$ cat src/rtl/sprite_blit_ctrl_pkg.sv
// ----------------------------------------------------------------------------
// sprite_blit_ctrl_pkg
// Shared constants and types for the sprite blitter:
//   - framebuffer geometry (640-pixel pitch, 19-bit linear address)
//   - sprite geometry (8x8, 6-bit pixel index) and ROM addressing
//   - transparent colour code
//   - controller state encoding
// ----------------------------------------------------------------------------
package sprite_blit_ctrl_pkg;

    localparam int unsigned SCREEN_W   = 640;
    localparam int unsigned FB_AW      = 19;
    localparam int unsigned SPRITE_DIM = 8;
    localparam int unsigned IDX_W      = 6;
    localparam int unsigned ID_W       = 4;
    localparam int unsigned ROM_AW     = ID_W + IDX_W;
    localparam int unsigned COLOR_W    = 8;

    localparam logic [COLOR_W-1:0] TRANSPARENT = 8'hE3;
    localparam logic [IDX_W-1:0]   IDX_LAST    = IDX_W'(SPRITE_DIM * SPRITE_DIM - 1);

    typedef enum logic [1:0] {
        IDLE,
        RUN,
        FLUSH,
        DONE
    } state_t;

endpackage

$ cat src/rtl/sprite_pixel_addr.sv
// ----------------------------------------------------------------------------
// sprite_pixel_addr
// Maps a sprite pixel index onto the framebuffer. Row r = idx[5:3] grows
// upward from the anchor (one pitch lower in linear address per row),
// column c = idx[2:0] grows rightward with no horizontal clip.
// Ports:
//   coord    in   anchor address (bottom-left pixel)
//   idx      in   pixel index 0..63
//   fb_addr  out  coord - SCREEN_W*r + c, modulo 2^19
//   clipped  out  row lies above the top of the framebuffer
// ----------------------------------------------------------------------------
module sprite_pixel_addr
    import sprite_blit_ctrl_pkg::*;
(
    input  logic [FB_AW-1:0] coord,
    input  logic [IDX_W-1:0] idx,
    output logic [FB_AW-1:0] fb_addr,
    output logic             clipped
);

    logic [FB_AW-1:0] row_off;

    // Largest offset is 7*640 = 4480, so the 19-bit truncation never loses bits.
    assign row_off = FB_AW'(SCREEN_W * 32'(idx[5:3]));
    assign fb_addr = coord - row_off + FB_AW'(idx[2:0]);
    assign clipped = (coord < row_off);

endmodule

$ cat src/rtl/sprite_blit_ctrl.sv
// ----------------------------------------------------------------------------
// sprite_blit_ctrl
// Draws one 8x8 sprite: issues ROM reads for pixel 0..63 (stage S1), pairs
// the returned colour with its index (stage S2), and presents registered
// framebuffer writes under a ready/valid handshake. Transparent or clipped
// pixels become bubbles. A stalled write freezes the whole pipeline.
// Ports:
//   clk, rst              clock, asynchronous active-high reset
//   draw_req/draw_ack     request (held until ack) / 1-cycle accept pulse
//   draw_coord/sprite     anchor address / sprite id, latched on accept
//   busy, done            draw in progress / 1-cycle completion pulse
//   rom_en/addr/data      synchronous sprite ROM (data 1 cycle after en)
//   fb_we/addr/data       registered framebuffer write, held while stalled
//   fb_ready              framebuffer accepts the write at this edge
// ----------------------------------------------------------------------------
module sprite_blit_ctrl
    import sprite_blit_ctrl_pkg::*;
(
    input  logic               clk,
    input  logic               rst,
    input  logic               draw_req,
    input  logic [FB_AW-1:0]   draw_coord,
    input  logic [ID_W-1:0]    draw_sprite,
    output logic               draw_ack,
    output logic               busy,
    output logic               done,
    output logic               rom_en,
    output logic [ROM_AW-1:0]  rom_addr,
    input  logic [COLOR_W-1:0] rom_data,
    output logic               fb_we,
    output logic [FB_AW-1:0]   fb_addr,
    output logic [COLOR_W-1:0] fb_data,
    input  logic               fb_ready
);

    state_t            state;
    logic [FB_AW-1:0]  coord_q;
    logic [ID_W-1:0]   sprite_q;
    logic [IDX_W-1:0]  idx;
    logic              s1_valid;
    logic              s2_valid;
    logic [IDX_W-1:0]  s2_idx;
    logic              stall;
    logic [FB_AW-1:0]  pix_addr;
    logic              pix_clipped;

    assign stall = fb_we & ~fb_ready;

    // The ROM must not advance while stalled, otherwise the colour sitting
    // in S2 would be overwritten; gating the enable keeps rom_data frozen.
    assign rom_en = s1_valid & ~stall;

    sprite_pixel_addr u_pixel_addr (
        .coord   (coord_q),
        .idx     (s2_idx),
        .fb_addr (pix_addr),
        .clipped (pix_clipped)
    );

    // NOTE: all state here is updated with <= so each register sees the
    // pre-edge value of every other register, which is what makes the
    // S1 -> S2 -> output shift behave as a pipeline.
    always_ff @(posedge clk or posedge rst) begin
        if (rst) begin
            state    <= IDLE;
            coord_q  <= '0;
            sprite_q <= '0;
            idx      <= '0;
            s1_valid <= 1'b0;
            s2_valid <= 1'b0;
            s2_idx   <= '0;
            rom_addr <= '0;
            draw_ack <= 1'b0;
            busy     <= 1'b0;
            done     <= 1'b0;
            fb_we    <= 1'b0;
            fb_addr  <= '0;
            fb_data  <= '0;
        end else begin
            draw_ack <= 1'b0;
            done     <= 1'b0;
            case (state)
                // DONE behaves like IDLE so a request held through the
                // previous draw is accepted on the cycle after done.
                IDLE, DONE: begin
                    busy <= 1'b0;
                    if (draw_req) begin
                        draw_ack <= 1'b1;
                        coord_q  <= draw_coord;
                        sprite_q <= draw_sprite;
                        idx      <= '0;
                        state    <= RUN;
                    end else begin
                        state <= IDLE;
                    end
                end
                RUN, FLUSH: begin
                    if (state == RUN) begin
                        busy <= 1'b1;
                    end
                    if (!stall) begin
                        s2_valid <= s1_valid;
                        s2_idx   <= rom_addr[IDX_W-1:0];
                        if (s2_valid) begin
                            fb_we   <= (rom_data != TRANSPARENT) && !pix_clipped;
                            fb_addr <= pix_addr;
                            fb_data <= rom_data;
                        end else begin
                            fb_we <= 1'b0;
                        end
                        if (state == RUN) begin
                            s1_valid <= 1'b1;
                            rom_addr <= {sprite_q, idx};
                            idx      <= idx + 1'b1;
                            if (idx == IDX_LAST) begin
                                state <= FLUSH;
                            end
                        end else begin
                            s1_valid <= 1'b0;
                            // Pipeline empty and the final output slot is
                            // retiring at this edge.
                            if (!s1_valid && !s2_valid) begin
                                busy  <= 1'b0;
                                done  <= 1'b1;
                                state <= DONE;
                            end
                        end
                    end
                end
                default: state <= IDLE;
            endcase
        end
    end

endmodule

$ cat config.mk
export PLATFORM = sky130hd
export DESIGN_NAME = sprite_blit_ctrl
export DESIGN_NICKNAME = d
export VERILOG_FILES = /design/src/rtl/sprite_blit_ctrl_pkg.sv /design/src/rtl/sprite_pixel_addr.sv /design/src/rtl/sprite_blit_ctrl.sv
export SDC_FILE = /design/constraint.sdc
export NUM_CORES = 1
export LEC_CHECK = 0
export CORE_MARGIN = 4
export CORE_UTILIZATION = 61
export CTS_CLUSTER_DIAMETER = 80
export DETAILED_ROUTE_END_ITERATION = 8
export DONT_BUFFER_PORTS = 1
export PLACE_DENSITY_LB_ADDON = 0.05
export SYNTH_ARGS = -nofsm -noshare
export SYNTH_HDL_FRONTEND = slang
export SYNTH_SLANG_ARGS = --single-unit
$ cat constraint.sdc
create_clock -name clk -period 6.35 [get_ports clk]
set_clock_uncertainty 0.15 [all_clocks]
set_input_delay 0.3175 -clock clk [delete_from_list [all_inputs] [get_ports clk]]
set_output_delay 0.3175 -clock clk [all_outputs]
set_load 0.005 [all_outputs]
==> flow_results.xml, run 1 <==
<?xml version="1.0" encoding="UTF-8"?>
<metrics>
  <group name="hold_path">
    <metric name="holdCritPathClass" unit="">primary input to async pin</metric>
  </group>
  <group name="routing">
    <metric name="routed-via-count" unit="">3154</metric>
    <metric name="wire_per_inst" unit="microns">15.0</metric>
    <metric name="final_antenna_net_count" unit="">0</metric>
    <metric name="detail_route.first_pass.iterations" unit="">5</metric>
    <metric name="drt_drc_violations_left" unit="">0</metric>
    <metric name="drt_iter0_markers" unit="">110</metric>
    <metric name="via_per_inst" unit="">5.51</metric>
    <metric name="wirelength" unit="microns">8550</metric>
  </group>
  <group name="clock_tree">
    <metric name="cts_buffers" unit="">9</metric>
    <metric name="clock_insertion_delay_worst_skew" unit="ns">0.35</metric>
    <metric name="cts_tree" unit="">done</metric>
    <metric name="cts.root.buffer_cell" unit="">sky130_fd_sc_hd__clkbuf_8</metric>
    <metric name="clk_pin_slew_worst_paths" unit="ns">0.08</metric>
    <metric name="postCtsSetupBuffers" unit="">0</metric>
    <metric name="htree_num_levels" unit="">3</metric>
    <metric name="cts_num_sinks" unit="">80</metric>
    <metric name="buffer_depth_of_the_longest_clock_path" unit="">2</metric>
  </group>
  <group name="global_routing">
    <metric name="grt_pass1_vias" unit="">3141</metric>
    <metric name="grt_antenna_before_repair" unit="">0</metric>
    <metric name="grt_max_degree" unit="">81</metric>
    <metric name="grt_pass1_wl" unit="microns">14500</metric>
    <metric name="globalRoute.totalOverflow" unit="">0</metric>
    <metric name="grt_overall_usage" unit="%">21.5</metric>
  </group>
  <group name="worst_setup_path">
    <metric name="setup.reg_to_reg.worst_slack" unit="ns">3.01</metric>
    <metric name="setup.worst_path.start" unit="">s2_idx[3]$_DFFE_PP0P_</metric>
    <metric name="worst_r2r_startpoint" unit="">s2_idx[3]$_DFFE_PP0P_</metric>
    <metric name="reg2reg_to" unit="">fb_addr[17]$_DFFE_PP0P_</metric>
    <metric name="worst_path_fanout_max" unit="">7</metric>
    <metric name="endpoint_kind_of_the_worst_setup_timing_path" unit="">register</metric>
    <metric name="rr_worst_depth" unit="">14</metric>
    <metric name="critPathLaunchType" unit="">register</metric>
    <metric name="worst_ep_required_time" unit="ns">6.40</metric>
    <metric name="cp.arrival" unit="ns">3.39</metric>
    <metric name="worstSetupPathType" unit="">register to register</metric>
    <metric name="worstSetupEndpoint" unit="">fb_addr[17]$_DFFE_PP0P_</metric>
  </group>
  <group name="power_and_ir_drop">
    <metric name="power_frac_clock" unit="%">12.6</metric>
    <metric name="power.density" unit="nW/um^2">608</metric>
    <metric name="p_sw" unit="W">0.00131</metric>
    <metric name="sw_frac_of_total" unit="%">44.1</metric>
    <metric name="irDropWorstVdd" unit="mV">0.299</metric>
    <metric name="power.internal" unit="W">0.00167</metric>
    <metric name="logic_pwr_share" unit="%">57.4</metric>
    <metric name="share_seq_of_total_power" unit="%">30.0</metric>
    <metric name="leakage" unit="nW">2.27</metric>
  </group>
  <group name="floorplanning">
    <metric name="chipWidth" unit="microns">92.1</metric>
    <metric name="initial_core_utilization" unit="%">63.2</metric>
    <metric name="floorplan.die.height" unit="microns">92.1</metric>
    <metric name="ios" unit="">77</metric>
    <metric name="fp-row-count" unit="">30</metric>
    <metric name="core_area" unit="sq um">6830</metric>
    <metric name="die_area" unit="sq um">8480</metric>
  </group>
  <group name="sta">
    <metric name="finalHoldViolations" unit="">23</metric>
    <metric name="worst_pin_slew" unit="ns">1.08</metric>
    <metric name="report.final.slew_viol_count" unit="">0</metric>
    <metric name="slew_headroom" unit="%">27.4</metric>
    <metric name="worst_hold_slack" unit="ns">-0.0124</metric>
    <metric name="unrepaired_setup_endpoints_after_global_routing" unit="">false</metric>
    <metric name="finalWorstPathRequiredPeriod" unit="ns">3.34</metric>
    <metric name="final_setup_violation_count" unit="">0</metric>
    <metric name="fmaxAchievable" unit="MHz">299</metric>
    <metric name="timing.setup.tns" unit="ns">0</metric>
    <metric name="final_min_period_over_clock_period" unit="%">52.6</metric>
  </group>
  <group name="finish">
    <metric name="area_growth_syn_to_layout" unit="%">13.7</metric>
    <metric name="n_antenna_cell" unit="">0</metric>
    <metric name="post_route_cells_drive_above_1_share" unit="%">10.3</metric>
    <metric name="num-fill-cells" unit="">510</metric>
    <metric name="layout.nets" unit="">545</metric>
    <metric name="multi_input_area" unit="sq um">2120</metric>
    <metric name="final-seq-area" unit="sq um">2000</metric>
    <metric name="leading_cell_types_in_the_layout_fill_and_taps_excluded" unit="">80 x sky130_fd_sc_hd__dfrtp_1, 79 x sky130_fd_sc_hd__nand2_1, 48 x sky130_fd_sc_hd__o21ai_0</metric>
    <metric name="post_route_cell_area" unit="sq um">4900</metric>
    <metric name="final_common_cell" unit="">sky130_fd_sc_hd__dfrtp_1</metric>
  </group>
  <group name="yosys">
    <metric name="ys_warnings" unit="">0</metric>
    <metric name="syn-cell-area" unit="sq um">4310</metric>
    <metric name="syn-mean-instance-area" unit="sq um">9.83</metric>
    <metric name="primary_flip_flop_cell_chosen_by_synthesis_mapping" unit="">sky130_fd_sc_hd__dfrtp_1</metric>
    <metric name="sequential_cell_area_fraction_in_the_yosys_report" unit="%">46.4</metric>
    <metric name="ys_seq_elements" unit="">80</metric>
    <metric name="edff_count_synth" unit="">0</metric>
    <metric name="synth.lib_cells_used.distinct" unit="">49</metric>
    <metric name="synth_async_sr_flop_share" unit="%">100</metric>
    <metric name="synth_nets" unit="">513</metric>
    <metric name="syn-instance-count" unit="">439</metric>
  </group>
  <group name="place">
    <metric name="gpl.final_weighted_congestion" unit="">0.848</metric>
    <metric name="placed_cell_area" unit="sq um">4400</metric>
    <metric name="place.detailed.hpwl" unit="microns">5980</metric>
    <metric name="placement.io_buffers" unit="">0</metric>
  </group>
  <group name="run">
    <metric name="number_of_maximum_capacitance_violations" unit="">0</metric>
  </group>
  <group name="status">
    <metric name="failed_checks" unit="">negative hold slack</metric>
    <metric name="run_status" unit="">finished with violations</metric>
  </group>
</metrics>
-- cell usage after synthesis (4+ instances only) --
| cell | count | area (sq um) |
|---|---|---|
| sky130_fd_sc_hd__xnor2_1 | 9 | 78.8 |
| sky130_fd_sc_hd__ha_1 | 37 | 463 |
| sky130_fd_sc_hd__a21oi_1 | 17 | 85.1 |
| sky130_fd_sc_hd__mux2_2 | 23 | 259 |
| sky130_fd_sc_hd__o21ai_1 | 6 | 30.0 |
| sky130_fd_sc_hd__nor2_1 | 16 | 60.1 |
| sky130_fd_sc_hd__dfrtp_1 | 80 | 2000 |
| sky130_fd_sc_hd__nor3_1 | 6 | 30.0 |
| sky130_fd_sc_hd__clkbuf_1 | 8 | 30.0 |
| sky130_fd_sc_hd__nor4_1 | 4 | 25.0 |
| sky130_fd_sc_hd__xor2_1 | 8 | 70.1 |
| sky130_fd_sc_hd__nand3_1 | 8 | 40.0 |
| sky130_fd_sc_hd__inv_1 | 37 | 139 |
| sky130_fd_sc_hd__nor2b_1 | 6 | 37.5 |
| sky130_fd_sc_hd__nand2_1 | 79 | 297 |
| sky130_fd_sc_hd__o21ai_0 | 48 | 240 |
-- cell families (layout without fill, tap and decap cells) --
kind of cell,count (synthesis),in the layout,synth area share [%]
fa+ha+maj,39,39,11.7
buf+inv,50,87,4.52
xor+xnor,17,17,3.45
flops,80,80,46.4
compound gates,92,92,12.8
mux,24,24,6.24
simple gates,137,137,14.9
-- worst min-delay path by stage --
stage | end | start | slack [ns]
4_1_cts | fb_addr[3]$_DFFE_PP0P_ | rst | 0.03
3_5_place_dp | coord_q[8]$_DFFE_PP0P_ | draw_coord[8] | 0.28
6_report | fb_addr[3]$_DFFE_PP0P_ | rst | -0.01
3_3_place_gp | coord_q[8]$_DFFE_PP0P_ | draw_coord[8] | 0.28
5_1_grt | fb_addr[3]$_DFFE_PP0P_ | rst | 0.08
2_1_floorplan | coord_q[0]$_DFFE_PP0P_ | draw_coord[0] | 0.27
-- layer usage --
layer  wire [microns]  global-route usage (%)  up-vias
met3              582                    6.89        5
met2             4280                    35.9       88
met1             3640                    26.9     1499
met5                0                       0        -
li1                 -                       -     1562
met4               53                    5.57        0
-- power by group through the flow --
| stage | combinational [W] | clock [W] | sequential, W |
|---|---|---|---|
| final | 0.00171 | 0.000374 | 0.000896 |
| after global routing | 0.00193 | 0.000406 | 0.000929 |
| after CTS | 0.00171 | 0.000385 | 0.000899 |
| after detailed placement | 0.00168 | 0 | 0.000909 |
| after global placement | 0.00165 | 0 | 0.000899 |
| after floorplan | 0.00140 | 0 | 0.000861 |
-- through the flow --
step | power (W) | hold slack, ns | setup WS, ns | utilization, % | std cells
final | 0.00298 | -0.0124 | 3.01 | 71.8 | 572
after global placement | 0.00255 | 0.276 | 3.12 | 64.4 | 525
after global routing | 0.00327 | 0.0757 | 2.68 | 71.8 | 572
after detailed placement | 0.00259 | 0.279 | 3.05 | 64.4 | 525
after floorplan | 0.00226 | 0.273 | 3.31 | - | 439
after CTS | 0.00299 | 0.0254 | 3.04 | 71.8 | 572
-- registers in the layout, indices dropped and copies added (netlist names) --
| name | cells |
|---|---|
| coord_q | 19 |
| fb_addr | 19 |
| rom_addr | 10 |
| fb_data | 8 |
| idx | 6 |
| s2_idx | 6 |
| sprite_q | 4 |
| state | 2 |
| busy | 1 |
| done | 1 |
| draw_ack | 1 |
| fb_we | 1 |
| s1_valid | 1 |
| s2_valid | 1 |
-- worst max-delay path, stage by stage (launching register included) --
cell and delay [ns]:
sky130_fd_sc_hd__dfrtp_1 0.43, sky130_fd_sc_hd__ha_1 0.21, sky130_fd_sc_hd__and2_1 0.13, sky130_fd_sc_hd__ha_1 0.26, sky130_fd_sc_hd__inv_1 0.06, sky130_fd_sc_hd__ha_1 0.16, sky130_fd_sc_hd__inv_1 0.06, sky130_fd_sc_hd__fa_1 0.55
sky130_fd_sc_hd__nor3b_1 0.37, sky130_fd_sc_hd__nand2_1 0.12, sky130_fd_sc_hd__nor4_1 0.28, sky130_fd_sc_hd__o41ai_1 0.13, sky130_fd_sc_hd__nand2_1 0.10, sky130_fd_sc_hd__xnor2_1 0.11, sky130_fd_sc_hd__o21ai_1 0.07
-- final cells by class --
type                    count  area share (%)
repair buffers             33            6.63
clock inverters             6            1.38
clock buffers              10            2.60
inverters                  38            2.93
well taps                  96            2.45
multi-input cells         309            43.2
flip-flops and latches     80            40.8
-- repair_timing --
item	CTS	global route
hold buffers	31	0
setup endpoints to repair	0	0
resized for setup	0	0
hold endpoints to repair	31	0
Note: power is estimated with default switching activity, not from simulation.
==> run 2, diff against run 1 <==
==> constraint.sdc (replaced) <==
create_clock -name clk -period 3.4 [get_ports clk]
set_clock_uncertainty 0.15 [all_clocks]
set_input_delay 0.17 -clock clk [delete_from_list [all_inputs] [get_ports clk]]
set_output_delay 0.17 -clock clk [all_outputs]
set_load 0.005 [all_outputs]
==> flow_results.xml, run 2 (synthesis gave the netlist of run 1 again) <==
<?xml version="1.0" encoding="UTF-8"?>
<metrics>
  <group name="power_and_ir_drop">
    <metric name="irDropWorstVdd" unit="mV">0.564</metric>
    <metric name="power.density" unit="nW/um^2">1140</metric>
    <metric name="design_power_total" unit="W">0.00570</metric>
    <metric name="leakage" unit="nW">2.32</metric>
  </group>
  <group name="worst_setup_path">
    <metric name="crit_chain" unit="">ha_1 -&gt; and2_1 -&gt; ha_1 -&gt; inv_1 -&gt; ha_1 -&gt; inv_1 -&gt; fa_1 -&gt; nor3b_2 -&gt; nand2_1 -&gt; nor4_1 -&gt; o41ai_1 -&gt; nand2_1 -&gt; xnor2_1 -&gt; o21ai_1</metric>
    <metric name="critPathLaunchType" unit="">register</metric>
    <metric name="endpoint_kind_of_the_worst_setup_timing_path" unit="">register</metric>
    <metric name="worst_path_fanout_max" unit="">4</metric>
    <metric name="worst_ep_required_time" unit="ns">3.47</metric>
    <metric name="worstSetupPathType" unit="">register to register</metric>
    <metric name="reg2reg_to" unit="">fb_addr[17]$_DFFE_PP0P_</metric>
    <metric name="rr_worst_depth" unit="">14</metric>
    <metric name="timing.critical_path.slowest_cell_delay" unit="ns">0.46</metric>
    <metric name="worst_r2r_startpoint" unit="">s2_idx[3]$_DFFE_PP0P_</metric>
    <metric name="cp.buffers_inverters" unit="">2</metric>
    <metric name="crit_slowest_cell" unit="">sky130_fd_sc_hd__fa_1</metric>
    <metric name="path_delay_family" unit="">adder cells</metric>
    <metric name="cp.arrival" unit="ns">3.25</metric>
    <metric name="worst_path_most_repeated_cell" unit="">sky130_fd_sc_hd__ha_1</metric>
    <metric name="setup.reg_to_reg.worst_slack" unit="ns">0.23</metric>
  </group>
  <group name="sta">
    <metric name="worst_pin_slew" unit="ns">0.896</metric>
    <metric name="finalHoldViolations" unit="">0</metric>
    <metric name="final_min_period_over_clock_period" unit="%">93.3</metric>
    <metric name="finalWorstPathRequiredPeriod" unit="ns">3.17</metric>
    <metric name="slew_headroom" unit="%">40.2</metric>
    <metric name="report.final.slew_viol_count" unit="">0</metric>
    <metric name="setup_ws" unit="ns">0.228</metric>
    <metric name="fmaxAchievable" unit="MHz">315</metric>
    <metric name="timing.setup.tns" unit="ns">0</metric>
    <metric name="final_setup_violation_count" unit="">0</metric>
  </group>
  <group name="clock_tree">
    <metric name="buffer_depth_of_the_longest_clock_path" unit="">2</metric>
    <metric name="postCtsSetupBuffers" unit="">0</metric>
    <metric name="clock_insertion_delay_worst_skew" unit="ns">0.34</metric>
    <metric name="cts.root.buffer_cell" unit="">sky130_fd_sc_hd__clkbuf_8</metric>
    <metric name="clk_pin_slew_worst_paths" unit="ns">0.08</metric>
    <metric name="htree_num_levels" unit="">3</metric>
    <metric name="cts_tree" unit="">done</metric>
    <metric name="cts_num_sinks" unit="">80</metric>
    <metric name="cts_buffers" unit="">9</metric>
  </group>
  <group name="floorplanning">
    <metric name="chipWidth" unit="microns">92.1</metric>
    <metric name="core_area" unit="sq um">6830</metric>
    <metric name="initial_core_utilization" unit="%">63.2</metric>
    <metric name="floorplan.die.height" unit="microns">92.1</metric>
    <metric name="die_area" unit="sq um">8480</metric>
    <metric name="fp-row-count" unit="">30</metric>
    <metric name="ios" unit="">77</metric>
  </group>
  <group name="routing">
    <metric name="wire_per_inst" unit="microns">14.9</metric>
    <metric name="final_antenna_net_count" unit="">0</metric>
    <metric name="wirelength" unit="microns">8640</metric>
    <metric name="via_per_inst" unit="">5.47</metric>
    <metric name="detail_route.first_pass.iterations" unit="">5</metric>
    <metric name="drt_drc_violations_left" unit="">0</metric>
    <metric name="routed-via-count" unit="">3171</metric>
    <metric name="drt_iter0_markers" unit="">139</metric>
  </group>
  <group name="hold_path">
    <metric name="whs_path_depth" unit="">3</metric>
    <metric name="min_delay_worst_endpoint" unit="">fb_we$_DFFE_PP0P_</metric>
    <metric name="holdCritPathClass" unit="">primary input to register</metric>
    <metric name="hp-start" unit="">rom_data[0]</metric>
  </group>
  <group name="finish">
    <metric name="area_growth_syn_to_layout" unit="%">16.0</metric>
    <metric name="post_route_cells_drive_above_1_share" unit="%">11.8</metric>
    <metric name="final_common_cell" unit="">sky130_fd_sc_hd__dfrtp_1</metric>
    <metric name="leading_cell_types_in_the_layout_fill_and_taps_excluded" unit="">80 x sky130_fd_sc_hd__dfrtp_1, 79 x sky130_fd_sc_hd__nand2_1, 47 x sky130_fd_sc_hd__o21ai_0</metric>
    <metric name="n_antenna_cell" unit="">0</metric>
    <metric name="layout.nets" unit="">553</metric>
    <metric name="top_regs" unit="">coord_q x19, fb_addr x19, rom_addr x10</metric>
    <metric name="num-fill-cells" unit="">519</metric>
  </group>
  <group name="status">
    <metric name="run_status" unit="">completed</metric>
  </group>
  <group name="global_routing">
    <metric name="grt_max_degree" unit="">56</metric>
    <metric name="globalRoute.totalOverflow" unit="">0</metric>
    <metric name="grt_pass1_vias" unit="">3240</metric>
    <metric name="grt_overall_usage" unit="%">21.4</metric>
    <metric name="grt_pass1_wl" unit="microns">14600</metric>
    <metric name="grt_antenna_before_repair" unit="">0</metric>
  </group>
  <group name="place">
    <metric name="placement.io_buffers" unit="">0</metric>
    <metric name="place_ws" unit="ns">0.199</metric>
    <metric name="gpl.final_weighted_congestion" unit="">0.817</metric>
    <metric name="place.detailed.hpwl" unit="microns">6220</metric>
  </group>
  <group name="run">
    <metric name="number_of_maximum_capacitance_violations" unit="">0</metric>
  </group>
</metrics>
-- run 2: cell count changes in the layout (fill, tap and decap cells not counted) --
| cell | before | now |
|---|---|---|
| sky130_fd_sc_hd__a311oi_1 | 1 | 0 |
| sky130_fd_sc_hd__nor3b_2 | 0 | 1 |
| sky130_fd_sc_hd__clkinv_2 | 2 | 1 |
| sky130_fd_sc_hd__buf_4 | 2 | 8 |
| sky130_fd_sc_hd__o21ai_1 | 6 | 7 |
| sky130_fd_sc_hd__nor3b_1 | 1 | 0 |
| sky130_fd_sc_hd__dlygate4sd3_1 | 31 | 33 |
| sky130_fd_sc_hd__o21ai_0 | 48 | 47 |
| sky130_fd_sc_hd__bufinv_16 | 1 | 2 |
| sky130_fd_sc_hd__a311oi_2 | 0 | 1 |
-- run 2: final cells by class --
class / count / area (sq um) / share of cell area [%]
clock buffer: 10 / 128 / 2.55
clock inverter: 6 / 92.6 / 1.85
inverter: 38 / 144 / 2.88
multi-input combinational: 309 / 2130 / 42.5
sequential: 80 / 2000 / 40.0
tap: 96 / 120 / 2.40
timing repair buffer: 41 / 390 / 7.80
-- run 2: metrics by stage --
step | util (%) | std cells | hold WS (ns) | cell area [sq um]
global route | 73.3 | 580 | 0.0102 | 5000
finish | 73.3 | 580 | 0.000132 | 5000
CTS | 73.1 | 580 | 0.00195 | 4990
floorplan | - | 439 | 0.125 | 4310
global placement | 65.0 | 531 | 0.115 | 4440
detailed placement | 65.0 | 531 | 0.126 | 4440
-- run 2: where the power goes --
group	switching, W	internal (W)
sequential	0.000288	0.00138
clock	0.000356	0.000418
combinational	0.00182	0.00144
total	0.00246	0.00324
-- run 2: timing repair --
action / in CTS / in global routing
endpoints found under the hold margin: 86 / 0
endpoints found under the setup margin: 0 / 2
hold buffers: 33 / 0
resized for setup: 0 / 3
-- run 2: worst min-delay path, stage by stage --
cell and delay (ns):
sky130_fd_sc_hd__nand4b_1 0.08, sky130_fd_sc_hd__o41ai_1 0.06, sky130_fd_sc_hd__o21ai_0 0.15
-- run 2: metal layers --
metal | wire length (microns) | share of wire [%] | vias to the layer above | track usage [%]
met5 | 0 | 0 | - | 0
met4 | 71 | 0.82 | 0 | 6.68
met3 | 544 | 6.3 | 7 | 5.99
met2 | 4270 | 49 | 87 | 36.6
met1 | 3750 | 43 | 1497 | 26.3
li1 | - | - | 1580 | -
-- run 2: how the worst max path moves through the flow --
stage                                      from                 endpoint  cells after the start
after CTS                 s2_idx[3]$_DFFE_PP0P_  fb_addr[17]$_DFFE_PP0P_                     13
after global placement    s2_idx[3]$_DFFE_PP0P_  fb_addr[17]$_DFFE_PP0P_                     14
final                     s2_idx[3]$_DFFE_PP0P_  fb_addr[17]$_DFFE_PP0P_                     14
after global routing      s2_idx[3]$_DFFE_PP0P_  fb_addr[18]$_DFFE_PP0P_                     15
after floorplan           s2_idx[3]$_DFFE_PP0P_  fb_addr[17]$_DFFE_PP0P_                     14
after detailed placement  s2_idx[3]$_DFFE_PP0P_  fb_addr[18]$_DFFE_PP0P_                     15
==> run 3, diff against run 2 <==
--- a/config.mk
+++ b/config.mk
@@ -5,8 +5,10 @@
 export SDC_FILE = /design/constraint.sdc
 export NUM_CORES = 1
 export LEC_CHECK = 0
+export CELL_PAD_IN_SITES_DETAIL_PLACEMENT = 1
+export CELL_PAD_IN_SITES_GLOBAL_PLACEMENT = 1
 export CORE_MARGIN = 4
-export CORE_UTILIZATION = 61
+export CORE_UTILIZATION = 49
 export CTS_CLUSTER_DIAMETER = 80
 export DETAILED_ROUTE_END_ITERATION = 8
 export DONT_BUFFER_PORTS = 1
==> flow_results.xml, run 3 (synthesis gave the netlist of run 1 again) <==
<?xml version="1.0" encoding="UTF-8"?>
<metrics>
  <group name="floorplanning">
    <metric name="floorplan.die.height" unit="microns">102</metric>
    <metric name="initial_core_utilization" unit="%">51.5</metric>
    <metric name="die_area" unit="sq um">10400</metric>
    <metric name="ios" unit="">77</metric>
    <metric name="core_area" unit="sq um">8380</metric>
    <metric name="fp-row-count" unit="">33</metric>
    <metric name="chipWidth" unit="microns">102</metric>
  </group>
  <group name="global_routing">
    <metric name="grt_most_used_layer" unit="">met2</metric>
    <metric name="grt_max_degree" unit="">50</metric>
    <metric name="grt_overall_usage" unit="%">21.8</metric>
    <metric name="grt_use_met3" unit="%">4.98</metric>
    <metric name="grt_antenna_before_repair" unit="">0</metric>
    <metric name="gr-usage-met1" unit="%">26.7</metric>
    <metric name="grt_pass1_wl" unit="microns">17700</metric>
    <metric name="globalRoute.totalOverflow" unit="">0</metric>
    <metric name="grt_use_met2" unit="%">38.0</metric>
    <metric name="grt_pass1_vias" unit="">3653</metric>
  </group>
  <group name="finish">
    <metric name="post_route_cell_area" unit="sq um">4960</metric>
    <metric name="leading_cell_types_in_the_layout_fill_and_taps_excluded" unit="">80 x sky130_fd_sc_hd__dfrtp_1, 79 x sky130_fd_sc_hd__nand2_1, 48 x sky130_fd_sc_hd__o21ai_0</metric>
    <metric name="final_common_cell" unit="">sky130_fd_sc_hd__dfrtp_1</metric>
    <metric name="n_antenna_cell" unit="">0</metric>
    <metric name="top_regs" unit="">coord_q x19, fb_addr x19, rom_addr x10</metric>
    <metric name="area_growth_syn_to_layout" unit="%">15.0</metric>
    <metric name="final_core_utilization" unit="%">59.2</metric>
    <metric name="post_route_cells_drive_above_1_share" unit="%">11.2</metric>
    <metric name="layout.nets" unit="">550</metric>
  </group>
  <group name="sta">
    <metric name="final_min_period_over_clock_period" unit="%">93.4</metric>
    <metric name="slew_headroom" unit="%">44.2</metric>
    <metric name="fmaxAchievable" unit="MHz">315</metric>
    <metric name="final_setup_violation_count" unit="">0</metric>
    <metric name="finalHoldViolations" unit="">0</metric>
    <metric name="report.final.slew_viol_count" unit="">0</metric>
    <metric name="finalWorstPathRequiredPeriod" unit="ns">3.18</metric>
    <metric name="worst_pin_slew" unit="ns">0.837</metric>
    <metric name="unrepaired_setup_endpoints_after_global_routing" unit="">true</metric>
  </group>
  <group name="place">
    <metric name="placed_cell_area" unit="sq um">4440</metric>
    <metric name="gpl.final_weighted_congestion" unit="">0.870</metric>
    <metric name="place.detailed.hpwl" unit="microns">7200</metric>
    <metric name="placement.io_buffers" unit="">0</metric>
  </group>
  <group name="clock_tree">
    <metric name="buffer_depth_of_the_longest_clock_path" unit="">2</metric>
    <metric name="cts_num_sinks" unit="">80</metric>
    <metric name="clk_pin_slew_worst_paths" unit="ns">0.09</metric>
    <metric name="cts_tree" unit="">done</metric>
    <metric name="cts_buffers" unit="">9</metric>
    <metric name="clock_insertion_delay_worst_skew" unit="ns">0.36</metric>
    <metric name="htree_num_levels" unit="">3</metric>
    <metric name="cts.root.buffer_cell" unit="">sky130_fd_sc_hd__clkbuf_8</metric>
  </group>
  <group name="worst_setup_path">
    <metric name="timing.critical_path.slowest_cell_delay" unit="ns">0.53</metric>
    <metric name="worstSetupPathType" unit="">register to register</metric>
    <metric name="cp.arrival" unit="ns">3.28</metric>
    <metric name="endpoint_kind_of_the_worst_setup_timing_path" unit="">register</metric>
    <metric name="worst_ep_required_time" unit="ns">3.50</metric>
    <metric name="crit_slowest_cell" unit="">sky130_fd_sc_hd__fa_1</metric>
    <metric name="worst_path_fanout_max" unit="">4</metric>
    <metric name="worst_path_most_repeated_cell" unit="">sky130_fd_sc_hd__ha_1</metric>
    <metric name="critPathLaunchType" unit="">register</metric>
    <metric name="crit_chain" unit="">ha_1 -&gt; and2_1 -&gt; ha_1 -&gt; inv_1 -&gt; ha_1 -&gt; inv_1 -&gt; fa_1 -&gt; nand2b_1 -&gt; o21ai_0 -&gt; nand3b_1 -&gt; a21oi_1 -&gt; a311oi_1 -&gt; mux2i_1 -&gt; nand2_1</metric>
  </group>
  <group name="routing">
    <metric name="via_per_inst" unit="">5.55</metric>
    <metric name="wirelength" unit="microns">10400</metric>
    <metric name="drt_drc_violations_left" unit="">0</metric>
    <metric name="final_antenna_net_count" unit="">0</metric>
    <metric name="routed-via-count" unit="">3250</metric>
    <metric name="drt_iter0_markers" unit="">88</metric>
    <metric name="wire_per_inst" unit="microns">17.8</metric>
    <metric name="detail_route.first_pass.iterations" unit="">4</metric>
  </group>
  <group name="hold_path">
    <metric name="holdCritPathClass" unit="">primary input to register</metric>
  </group>
  <group name="status">
    <metric name="run_status" unit="">completed</metric>
  </group>
  <group name="power_and_ir_drop">
    <metric name="leakage" unit="nW">2.29</metric>
    <metric name="irDropWorstVdd" unit="mV">0.562</metric>
    <metric name="power.density" unit="nW/um^2">1160</metric>
  </group>
  <group name="run">
    <metric name="number_of_maximum_capacitance_violations" unit="">0</metric>
  </group>
</metrics>
-- run 3: changes by cell type in the layout (fill, tap and decap cells not counted), sizes merged --
cell         delta
clkinv          +2
bufinv          -1
clkinvlp        -1
dlygate4sd3     -1
buf             -2
-- run 3: worst paths after layout --
check,start,endpoint,slack [ns],cells past startpoint
worst max register to register,s2_idx[3]$_DFFE_PP0P_,fb_addr[18]$_DFFE_PP0P_,0.22,14
worst min register to register,sprite_q[1]$_DFFE_PP0P_,sprite_q[1]$_DFFE_PP0P_,0.33,2
worst min-delay path,fb_ready,fb_we$_DFFE_PP0P_,0.008,3
max in group asynchronous,rst,coord_q[17]$_DFFE_PP0P_,2.11,3
min in group asynchronous,rst,fb_addr[3]$_DFFE_PP0P_,0.24,2
worst max-delay path,s2_idx[3]$_DFFE_PP0P_,fb_addr[18]$_DFFE_PP0P_,0.22,14
-- run 3: power breakdown --
part	internal (W)	total [W]	switching (W)
logic	0.00143	0.00336	0.00193
registers	0.00138	0.00168	0.000302
clock network	0.000344	0.000718	0.000375
total	0.00316	0.00576	0.00260
-- run 3: stage by stage --
stage	setup WS (ns)	total power (W)	std cells	setup TNS [ns]	hold WS [ns]
2_1_floorplan	0.365	0.00422	439	0	0.125
3_3_place_gp	0.278	0.00486	538	0	0.0814
3_5_place_dp	0.108	0.00500	538	0	0.0939
4_1_cts	0.125	0.00578	586	0	0.00888
5_1_grt	-0.00870	0.00634	586	-0.00870	0.0852
6_report	0.224	0.00576	586	0	0.00785
-- run 3: layout make-up --
cell class / instances / area, sq um
Clock buffer: 10 / 128
Clock inverter: 6 / 68.8
Fill cell: 925 / 3420
Inverter: 38 / 144
Multi-Input combinational cell: 309 / 2120
Sequential cell: 80 / 2000
Tap cell: 105 / 131
Timing Repair Buffer: 38 / 365
-- run 3: critical path, delay by kind of cell, from the launching register on --
kind | cells | cell delay [ns]
simple gates | 4 | 0.44
fa+ha+maj | 4 | 1.16
mux | 1 | 0.22
flops | 1 | 0.43
compound gates | 3 | 0.57
buf+inv | 2 | 0.10
-- run 3: what timing repair did --
item | 4_1_cts | 5_1_grt
hold endpoints to repair | 79 | 0
hold buffers | 32 | 0
endpoints found under the setup margin | 0 | 2
buffers inserted | 0 | 0
gates resized for setup | 0 | 1
-- run 3: per-layer routing --
metal  vias to the layer above  wire, microns  part of all wire, %
li1                       1575              -                    -
met1                      1582           4470                   43
met2                        75           5240                   50
met3                        18            502                  4.8
met4                         0            201                  1.9
met5                         -              0                    0
